## src/rtl/pwm_timer_controller_if.sv

```systemverilog
// Bus-side port bundle for the PWM timer controller.
// Master drives address/data/strobes; slave returns rdata/ack.
interface pwm_timer_controller_if #(
    parameter int N = 64
);
    logic [31:0]  address;
    logic [N-1:0] wdata;
    logic [N-1:0] rdata;
    logic         mem_write;
    logic         mem_read;
    logic [1:0]   size;
    logic         ack;

    modport master (
        output address, wdata, mem_write, mem_read, size,
        input  rdata, ack
    );

    modport slave (
        input  address, wdata, mem_write, mem_read, size,
        output rdata, ack
    );
endinterface

```

## src/rtl/pwm_timer_controller.sv

```systemverilog
// Memory-mapped bank of PWM timers with double-buffered period/duty,
// one-shot/reload sequencing and an aggregated wrap interrupt.
module pwm_timer_controller #(
    parameter int          N             = 64,
    parameter int          CHANNELS      = 4,
    parameter int          CW            = 16,
    parameter logic [31:0] BASE_ADDRESS  = 32'h0900_0000,
    parameter int          ADDRESS_WIDTH = 8
) (
    input  logic                   clock,
    input  logic                   reset,
    pwm_timer_controller_if.slave  bus,
    output logic [CHANNELS-1:0]    pwm_out,
    output logic                   irq
);
    localparam logic [31:0] MASK = ~(32'hFFFF_FFFF << ADDRESS_WIDTH);

    logic [31:0]         off;
    logic                hit, wr, rd;
    logic                chan_hit, status_hit;
    logic [2:0]          ch_sel;
    logic [1:0]          reg_sel;
    logic [N-1:0]        wm, rd_val, rdata_q;
    logic [CW-1:0]       wv;
    logic                ack_q;
    logic                unused_wm;

    logic [CHANNELS-1:0] en, os, inv, ie, status;
    logic [CHANNELS-1:0] tcon_w, per_w, duty_w, start, wrap, clr;
    logic [CW-1:0]       count      [CHANNELS];
    logic [CW-1:0]       period_buf [CHANNELS];
    logic [CW-1:0]       duty_buf   [CHANNELS];
    logic [CW-1:0]       period_act [CHANNELS];
    logic [CW-1:0]       duty_act   [CHANNELS];

    assign off        = bus.address & MASK;
    assign hit        = (bus.address & ~MASK) == BASE_ADDRESS;
    assign wr         = hit & bus.mem_write;
    assign rd         = hit & bus.mem_read & ~bus.mem_write;
    assign ch_sel     = off[7:5];
    assign reg_sel    = off[4:3];
    assign chan_hit   = (off[31:8] == 24'd0) && (off[2:0] == 3'd0)
                      && (int'(ch_sel) < CHANNELS);
    assign status_hit = off == 32'h0000_00F0;

    always_comb begin
        wm = '0;
        unique case (bus.size)
            2'b00:   wm = N'(bus.wdata[7:0]);
            2'b01:   wm = N'(bus.wdata[15:0]);
            2'b10:   wm = N'(bus.wdata[31:0]);
            default: wm = bus.wdata;
        endcase
    end

    assign wv        = wm[CW-1:0];
    assign unused_wm = ^wm;
    assign clr       = (wr && status_hit) ? wm[CHANNELS-1:0] : '0;

    // A start (EN rising or RELOAD) pre-empts a wrap on the same edge.
    always_comb begin
        tcon_w = '0;
        per_w  = '0;
        duty_w = '0;
        start  = '0;
        wrap   = '0;
        for (int c = 0; c < CHANNELS; c++) begin
            if (wr && chan_hit && int'(ch_sel) == c) begin
                tcon_w[c] = reg_sel == 2'd0;
                per_w[c]  = reg_sel == 2'd1;
                duty_w[c] = reg_sel == 2'd2;
            end
            start[c] = tcon_w[c] && ((wm[0] && !en[c]) || wm[3]);
            wrap[c]  = en[c] && (count[c] == period_act[c]) && !start[c];
        end
    end

    always_comb begin
        rd_val = '0;
        for (int c = 0; c < CHANNELS; c++) begin
            if (chan_hit && int'(ch_sel) == c) begin
                unique case (reg_sel)
                    2'd0: rd_val = N'({ie[c], 1'b0, inv[c], os[c], en[c]});
                    2'd1: rd_val = N'(period_buf[c]);
                    2'd2: rd_val = N'(duty_buf[c]);
                    2'd3: rd_val = N'(count[c]);
                endcase
            end
        end
        if (status_hit)
            rd_val = N'(status);
    end

    always_ff @(posedge clock) begin
        if (!reset) begin
            rdata_q <= '0;
            ack_q   <= 1'b0;
            en      <= '0;
            os      <= '0;
            inv     <= '0;
            ie      <= '0;
            status  <= '0;
            for (int c = 0; c < CHANNELS; c++) begin
                count[c]      <= '0;
                period_buf[c] <= '0;
                duty_buf[c]   <= '0;
                period_act[c] <= '0;
                duty_act[c]   <= '0;
            end
        end else begin
            ack_q <= wr | rd;
            if (wr)
                rdata_q <= '0;
            else if (rd)
                rdata_q <= rd_val;
            status <= (status & ~clr) | wrap;
            for (int c = 0; c < CHANNELS; c++) begin
                if (tcon_w[c]) begin
                    en[c]  <= wm[0];
                    os[c]  <= wm[1];
                    inv[c] <= wm[2];
                    ie[c]  <= wm[4];
                end
                if (per_w[c])
                    period_buf[c] <= wv;
                if (duty_w[c])
                    duty_buf[c] <= wv;
                if (start[c]) begin
                    count[c]      <= '0;
                    period_act[c] <= period_buf[c];
                    duty_act[c]   <= duty_buf[c];
                end else if (wrap[c]) begin
                    count[c]      <= '0;
                    period_act[c] <= period_buf[c];
                    duty_act[c]   <= duty_buf[c];
                    if (os[c])
                        en[c] <= 1'b0;
                end else if (en[c]) begin
                    count[c] <= count[c] + CW'(1);
                end
            end
        end
    end

    always_comb begin
        pwm_out = '0;
        for (int c = 0; c < CHANNELS; c++)
            pwm_out[c] = en[c] ? ((count[c] < duty_act[c]) ^ inv[c]) : inv[c];
    end

    assign irq       = |(status & ie);
    assign bus.rdata = rdata_q;
    assign bus.ack   = ack_q;
endmodule

```

## src/flat_wrapper.sv

```systemverilog
// flat-port wrapper written by rule: the top's interface ports become plain ports
module pwm_timer_controller_flat 
#(
    parameter int          N             = 64,
    parameter int          CHANNELS      = 4,
    parameter int          CW            = 16,
    parameter logic [31:0] BASE_ADDRESS  = 32'h0900_0000,
    parameter int          ADDRESS_WIDTH = 8
)
  (clock, reset, pwm_out, irq, bus_address, bus_wdata, bus_mem_write, bus_mem_read, bus_size, bus_rdata, bus_ack);
  pwm_timer_controller_if #(.N(N)) bus_i ();
  input  logic clock;
  input  logic reset;
  output logic [CHANNELS-1:0] pwm_out;
  output logic irq;
  input wire logic [$bits(bus_i.address)-1:0] bus_address;
  input wire logic [$bits(bus_i.wdata)-1:0] bus_wdata;
  input wire logic [$bits(bus_i.mem_write)-1:0] bus_mem_write;
  input wire logic [$bits(bus_i.mem_read)-1:0] bus_mem_read;
  input wire logic [$bits(bus_i.size)-1:0] bus_size;
  output wire logic [$bits(bus_i.rdata)-1:0] bus_rdata;
  output wire logic [$bits(bus_i.ack)-1:0] bus_ack;
  assign bus_i.address = bus_address;
  assign bus_i.wdata = bus_wdata;
  assign bus_i.mem_write = bus_mem_write;
  assign bus_i.mem_read = bus_mem_read;
  assign bus_i.size = bus_size;
  assign bus_rdata = bus_i.rdata;
  assign bus_ack = bus_i.ack;
  pwm_timer_controller #(.N(N), .CHANNELS(CHANNELS), .CW(CW), .BASE_ADDRESS(BASE_ADDRESS), .ADDRESS_WIDTH(ADDRESS_WIDTH)) u_core (.clock(clock), .reset(reset), .bus(bus_i), .pwm_out(pwm_out), .irq(irq));
endmodule
```

## config.mk

```make
export PLATFORM = sky130hd
export DESIGN_NAME = pwm_timer_controller_flat
export DESIGN_NICKNAME = d
export VERILOG_FILES = /design/src/rtl/pwm_timer_controller_if.sv /design/src/rtl/pwm_timer_controller.sv /design/src/flat_wrapper.sv
export SDC_FILE = /design/constraint.sdc
export NUM_CORES = 1
export LEC_CHECK = 0
export ABC_AREA = 1
export CAP_MARGIN = 20
export CORE_ASPECT_RATIO = 0.75
export CORE_MARGIN = 1
export CORE_UTILIZATION = 60
export CTS_CLUSTER_SIZE = 20
export DETAILED_ROUTE_END_ITERATION = 10
export PLACE_DENSITY_LB_ADDON = 0.12
export SYNTH_ARGS = -nofsm -noshare
export SYNTH_HDL_FRONTEND = slang
export SYNTH_SLANG_ARGS = --single-unit
```

## constraint.sdc

```tcl
create_clock -name clock -period 4.65 [get_ports clock]
set_clock_uncertainty 0.2 [all_clocks]
set_input_delay 0.6975 -clock clock [delete_from_list [all_inputs] [get_ports clock]]
set_output_delay 0.6975 -clock clock [all_outputs]
set_load 0.02 [all_outputs]
```

==> results of run 1 <==
[worst max-delay path: cells and delay by family (launching register included)]
kind / cells / cell delay (ns)
simple gates: 9 / 0.98
buf+inv: 2 / 0.66
fa+ha+maj: 1 / 0.34
flops: 1 / 0.50
[per-layer routing]
layer	vias to the layer above	routed length, µm	global-route usage
met5	-	0	0
met4	0	1490	0.0935
met3	97	6050	0.0676
met2	763	25500	0.527
met1	7570	23800	0.489
li1	7479	-	-
[sequential cells by signal (all words and copies together), names as in the netlist]
name	flops
u_core.count	64
u_core.duty_act	64
u_core.duty_buf	64
u_core.period_act	64
u_core.period_buf	64
u_core.bus.rdata	16
u_core.en	4
u_core.ie	4
u_core.inv	4
u_core.os	4
u_core.status	4
u_core.bus.ack	1
[stage by stage]
step	hold slack (ns)	utilization	instance area, µm²
6_report	0.274	0.686	22300
3_3_place_gp	0.253	0.646	21000
4_1_cts	0.277	0.686	22300
5_1_grt	0.302	0.686	22300
3_5_place_dp	0.264	0.646	21000
2_1_floorplan	0.248	-	20100
[how the worst max path moves through the flow]
| stage | startpoint | endpoint | slack, ns | cells after the start |
|---|---|---|---|---|
| 2_1_floorplan | bus_address[1] | u_core.duty_buf[3][0]$_SDFFCE_PN0P_ | 1.39 | 7 |
| 3_3_place_gp | bus_address[4] | u_core.count[3][15]$_SDFFCE_PN0P_ | 0.82 | 6 |
| 3_5_place_dp | bus_address[4] | u_core.count[0][14]$_SDFFCE_PN0P_ | 0.73 | 6 |
| 4_1_cts | u_core.count[3][13]$_SDFFCE_PN0P_ | pwm_out[3] | 0.70 | 11 |
| 5_1_grt | u_core.count[3][13]$_SDFFCE_PN0P_ | pwm_out[3] | 0.54 | 11 |
| 6_report | u_core.count[0][15]$_SDFFCE_PN0P_ | pwm_out[0] | 0.71 | 12 |
[where the power goes]
part | internal (W) | switching [W] | total, W
logic | 0.000181 | 0.000445 | 0.000625
clock network | 0.00195 | 0.00129 | 0.00324
registers | 0.00359 | 0.0000703 | 0.00366
[area by class of cell]
class | count | area share
well taps | 442 | 0.0248
inverters | 381 | 0.0641
repair buffers | 121 | 0.0491
flip-flops and latches | 357 | 0.464
clock buffers | 47 | 0.0474
multi-input cells | 1453 | 0.339
clock inverters | 23 | 0.0118
[cells by family (layout without fill, tap and decap cells)]
family	after synthesis	in the layout	share of synthesized area
AOI/OAI and AO/OA	259	259	0.0764
xor gates and xnor gates	69	69	0.0303
adders and majority gates	64	64	0.0402
buffers and inverters	496	572	0.109
DFF	357	357	0.520
other	1	48	0.000188
and+or+nand+nor	1013	1013	0.224
[cell usage after synthesis, drive strengths merged, types with 5 or more instances]
master / count / area share
nand4: 45 / 0.016
o2111ai: 5 / 0.0022
inv: 377 / 0.071
edfxtp: 320 / 0.48
nand3: 81 / 0.021
nand2: 330 / 0.063
a211oi: 9 / 0.0034
o221ai: 20 / 0.0088
o22ai: 22 / 0.0069
or2: 12 / 0.0038
dfxtp: 37 / 0.037
o21ai: 86 / 0.022
a221oi: 10 / 0.0044
buf: 91 / 0.033
nor3: 39 / 0.011
xor2: 54 / 0.024
o211ai: 8 / 0.0030
a21oi: 92 / 0.023
clkbuf: 24 / 0.0047
ha: 64 / 0.040
nor3b: 9 / 0.0040
xnor2: 15 / 0.0066
nor2: 486 / 0.10
==> metrics.md, run 1 <==
| Metric | Value |
|---|---|
| Status | `completed` |
| Final cell count without fillers | `2824` |
| Post-Place Cells | `2754` |
| Worst IR Drop VDD | `0.000250 V` |
| Post-CTS setup repair buffer count | `0` |
| Pwr dens | `337 nW/µm²` |
| Hold EP | `u_core.bus.rdata[8]$_SDFFE_PP0P_` |
| CP Cell Sequence | `ha_1 > nand2_1 > inv_1 > nand3_1 > nor3_1 > nand2_1 > nand2_1 > nand2_1 > nand2_1 > nand2_1 > nand2_1 > clkdlybuf4s50_1` |
| Std-Cell Rows | `57` |
| Crit Path Category | `reg -> out` |
| Fill count | `2579` |
| DR WL/cell | `20.1 µm` |
| Worst Hold Depth | `2` |
| Remaining antenna violation count after routing | `0` |
| Finish-stage setup viols | `0` |
| Total Wirelength | `56800 µm` |
| Crit end category | `output pin` |
| N_diodes | `0` |
| Mapped Cells | `2259` |
| I/O pin total | `172` |
| Worst r2r src | `u_core.count[3][6]$_SDFFCE_PN0P_` |
| Register Area | `10300 µm²` |
| Gr ovfl total | `0` |
| Post-Syn Area per Cell | `8.82 µm²` |
| Clock sink total | `357` |
| Area occupied by multi-input gates | `7570 µm²` |
| Number of global-route vias before repair | `15300` |
| Commonest non-fill, non-tap cells in the layout | `416 x nor2_1, 370 x inv_1, 325 x nand2_1, 320 x edfxtp_1, 92 x a21oi_1` |
| Clock transition at path regs | `0.06 ns` |
| Leak | `9.45 nW` |
| Synth async-reset ratio | `0` |
| Register area share after synthesis | `0.520` |
| Fin. max-slew vios | `0` |
| Number of synthesized flops with an enable pin | `320` |
| Vias per inst | `5.63` |
| DIE AREA | `33900 µm²` |
| H-tree depth | `2` |
| Worst r2r path cells | `13` |
| Nets | `2518` |
| GPL Wtd Cong | `0.997` |
| Initial drt markers | `1764` |
| 1st-pass router iterations | `6` |
| Flops & latches, synth | `357` |
| TNS Setup | `0 ns` |
| Hold Path Class | `reg -> reg` |
| Reg2reg end | `u_core.duty_act[3][15]$_DFFE_PP_` |
| Post-DP HPWL | `40400 µm` |
| Tot GR Track Use | `0.341` |
| Slowest Stage Delay on Critical Path | `0.60 ns` |
| Worst-Margin Slew | `0.906 ns` |
| Initial antenna violation count | `0` |
| First-pass GRT wire length | `86700 µm` |
| TritonCTS clock tree | `built` |
| Clock buffer depth | `3` |
| Area Growth Syn to Fin | `12.1%` |
| Top_reg_cell synth | `edfxtp_1` |
| Synth unique cells | `49` |
| Port Buffers | `75` |
| Critical-path top delay cell | `clkdlybuf4s50_1` |
| Final Cycle Share | `0.847` |
| Max Fclk | `254 MHz` |
| Commonest non-fill, non-tap cell in the layout | `nor2_1` |
| Critical Path RT | `3.75 ns` |
| Yosys Warn Count | `0` |
| Via count | `15900` |
| Largest fanout on the critical path | `6` |
| Worst Setup Start Kind | `flop` |
| CTS resizes | `0` |
| Mapped cell area | `19900 µm²` |
| Max transition margin | `0.395` |
| TritonCTS Buffers | `38` |
| Slack of the critical path | `0.711 ns` |
| DP Worst Slack | `0.733 ns` |
| CTS root buf | `clkbuf_16` |
| Number of remaining DRC errors | `0` |
| Initial Utilization | `0.612` |
| Worst-Skew Late Latency | `0.55 ns` |
| RSZ-0062 raised after global routing | `false` |
| Share of cells above drive strength 1 | `0.0877` |
| # hold bufs at CTS | `0` |
| Min Clock Period, post-route | `3.94 ns` |
| Core Footprint | `32500 µm²` |
| Die Ht | `160 µm` |
| Fin. Hold Viols | `0` |
| Min-Delay Startpoint | `u_core.bus.rdata[8]$_SDFFE_PP0P_` |
| WP data arrival | `3.04 ns` |
| CP dominant cell by count | `nand2_1` |
| R2r setup slk | `2.03 ns` |
| Max-Cap Viols | `0` |
| Largest net degree at the start of global routing | `53` |
| Pwr Total | `0.00752 W` |
| Chip Width | `212 µm` |
(Power assumes the default switching activity.)
==> inputs of run 2 (changes only) <==
--- a/config.mk
+++ b/config.mk
@@ -9,7 +9,7 @@
 export CAP_MARGIN = 20
 export CORE_ASPECT_RATIO = 0.75
 export CORE_MARGIN = 1
-export CORE_UTILIZATION = 60
+export CORE_UTILIZATION = 59
 export CTS_CLUSTER_SIZE = 20
 export DETAILED_ROUTE_END_ITERATION = 10
 export PLACE_DENSITY_LB_ADDON = 0.12
==> constraint.sdc (replaced) <==
create_clock -name clock -period 4 [get_ports clock]
set_clock_uncertainty 0.2 [all_clocks]
set_input_delay 0.6 -clock clock [delete_from_list [all_inputs] [get_ports clock]]
set_output_delay 0.6 -clock clock [all_outputs]
set_load 0.02 [all_outputs]
==> run 2 against run 1 <==
  * Clock-buffer cell count grew 10
  * Cell count up 0.14%
  * Power grew 9.6%
  * Clock power is essentially flat
  * Routed wire length shrank 1.5%
  * Register-to-register slack lost 0.59 ns
  * Global-route usage is 1.5 points lower
  * First-iteration DRC count is 15% higher
  * Setup slack got worse by 0.53 ns
  * Largest cell class unchanged
  * Worst hold slack about the same
  * Die area rose by 1.7%
==> metrics.md, run 2 (synthesis results as in run 1) <==
| Metric | Value |
|---|---|
| Fin. max-slew vios | `0` |
| WP data arrival | `3.02 ns` |
| Nets | `2526` |
| Post-CTS setup repair buffer count | `0` |
| Clock sink total | `357` |
| Pwr dens | `372 nW/µm²` |
| Max Fclk | `262 MHz` |
| Crit Path Category | `reg -> out` |
| # hold bufs at CTS | `0` |
| H-tree depth | `2` |
| TritonCTS clock tree | `built` |
| Post-DP HPWL | `40700 µm` |
| Total Wirelength | `56000 µm` |
| Commonest non-fill, non-tap cells in the layout | `416 x nor2_1, 370 x inv_1, 325 x nand2_1, 320 x edfxtp_1, 92 x a21oi_1` |
| DR WL/cell | `19.8 µm` |
| Via count | `16000` |
| Number of remaining DRC errors | `0` |
| 1st-pass router iterations | `7` |
| Worst r2r src | `u_core.count[1][2]$_SDFFCE_PN0P_` |
| Final Cycle Share | `0.954` |
| Min Clock Period, post-route | `3.82 ns` |
| Worst Setup Start Kind | `flop` |
| DIE AREA | `34500 µm²` |
| Gr ovfl total | `0` |
| CTS root buf | `clkbuf_16` |
| Largest fanout on the critical path | `7` |
| Combinational share of power | `0.088` |
| Tot GR Track Use | `0.326` |
| Status | `completed` |
| Initial Utilization | `0.607` |
| Min-Delay Startpoint | `u_core.bus.rdata[9]$_SDFFE_PP0P_` |
| Switching Share | `0.245` |
| R2r setup slk | `1.44 ns` |
| Number of global-route vias before repair | `15100` |
| RSZ-0062 raised after global routing | `false` |
| Area Growth Syn to Fin | `11.4%` |
| Fin. Hold Viols | `0` |
| TritonCTS Buffers | `37` |
| Worst Hold Depth | `2` |
| Chip Width | `214 µm` |
| Port Buffers | `75` |
| Fill count | `2714` |
| Reg2reg end | `u_core.duty_act[1][4]$_SDFFCE_PN0P_` |
| Crit end category | `output pin` |
| Hold Path Class | `reg -> reg` |
| Std-Cell Rows | `57` |
| I/O pin total | `172` |
| Worst IR Drop VDD | `0.000321 V` |
| N_diodes | `0` |
| TNS Setup | `0 ns` |
| GPL Wtd Cong | `1.01` |
| Worst-Skew Late Latency | `0.53 ns` |
| Initial drt markers | `2022` |
| Initial antenna violation count | `1` |
| Leak | `9.38 nW` |
| Largest net degree at the start of global routing | `37` |
| Finish-stage setup viols | `0` |
| Register Area | `10300 µm²` |
| Clock buffer depth | `3` |
| Internal | `0.00622 W` |
| Vias per inst | `5.66` |
| CTS resizes | `0` |
| Remaining antenna violation count after routing | `0` |
| Clock power frac | `0.396` |
| Core Footprint | `32800 µm²` |
| Hold EP | `u_core.bus.rdata[9]$_SDFFE_PP0P_` |
| Slack of the critical path | `0.184 ns` |
| Commonest non-fill, non-tap cell in the layout | `nor2_1` |
| DP Worst Slack | `0.544 ns` |
| Share of cells above drive strength 1 | `0.0868` |
| Area occupied by multi-input gates | `7580 µm²` |
| Critical Path RT | `3.20 ns` |
| Max transition margin | `0.469` |
| Clock transition at path regs | `0.06 ns` |
| Worst-Margin Slew | `0.794 ns` |
| Max-Cap Viols | `0` |
| Sequential power share | `0.516` |
| Worst r2r path cells | `10` |
| First-pass GRT wire length | `85700 µm` |
| P_sw | `0.00202 W` |
| Die Ht | `161 µm` |
run 2: power groups by stage:
stage                     clock network (W)  logic [W]  registers [W]
after floorplan                           0   0.000464        0.00430
after global placement                    0   0.000691        0.00433
after detailed placement                  0   0.000708        0.00433
after CTS                           0.00328   0.000713        0.00425
after global routing                0.00343   0.000789        0.00426
final                               0.00327   0.000729        0.00425
run 2: how the worst max path moves through the flow:
stage	startpoint	slack [ns]	cells past startpoint	endpoint
final	u_core.count[3][11]$_SDFFCE_PN0P_	0.18	9	pwm_out[3]
after global routing	u_core.count[3][15]$_SDFFCE_PN0P_	0.05	12	pwm_out[3]
after CTS	u_core.count[2][2]$_SDFFCE_PN0P_	0.17	12	pwm_out[2]
after detailed placement	bus_address[27]	0.54	10	u_core.duty_act[3][11]$_DFFE_PP_
after global placement	bus_address[27]	0.57	10	u_core.duty_act[3][10]$_DFFE_PP_
after floorplan	bus_address[1]	0.84	7	u_core.duty_buf[3][0]$_SDFFCE_PN0P_
run 2: final cells by class:
| type | instances | share of cell area |
|---|---|---|
| sequential | 357 | 0.467 |
| clock buffer | 57 | 0.0483 |
| inverter | 381 | 0.0645 |
| clock inverter | 8 | 0.00152 |
| multi-input combinational | 1453 | 0.342 |
| tap | 442 | 0.0249 |
| timing repair buffer | 130 | 0.0525 |
run 2: stage by stage:
stage / cells / power [W] / hold slack, ns / area (µm²) / util
finish: 2828 / 0.00825 / 0.274 / 22200 / 0.676
global route: 2828 / 0.00848 / 0.303 / 22200 / 0.676
CTS: 2828 / 0.00824 / 0.273 / 22200 / 0.676
detailed placement: 2763 / 0.00504 / 0.261 / 21100 / 0.642
global placement: 2763 / 0.00502 / 0.262 / 21100 / 0.642
floorplan: 2306 / 0.00477 / 0.248 / 20100 / -
run 2: metal layers:
| metal | global-route usage | share of wire | up-vias |
|---|---|---|---|
| li1 | - | - | 7492 |
| met1 | 0.459 | 0.41 | 7564 |
| met2 | 0.510 | 0.45 | 856 |
| met3 | 0.0755 | 0.12 | 103 |
| met4 | 0.0825 | 0.023 | 0 |
| met5 | 0 | 0 | - |
run 2: critical path, stage by stage (launching register included):
cell,delay [ns]
edfxtp_1,0.53
ha_1,0.35
a21oi_1,0.14
o21ai_0,0.10
a21oi_1,0.35
nand3_1,0.13
nand2_1,0.09
nand2_1,0.06
nand2_1,0.10
clkdlybuf4s50_1,0.62
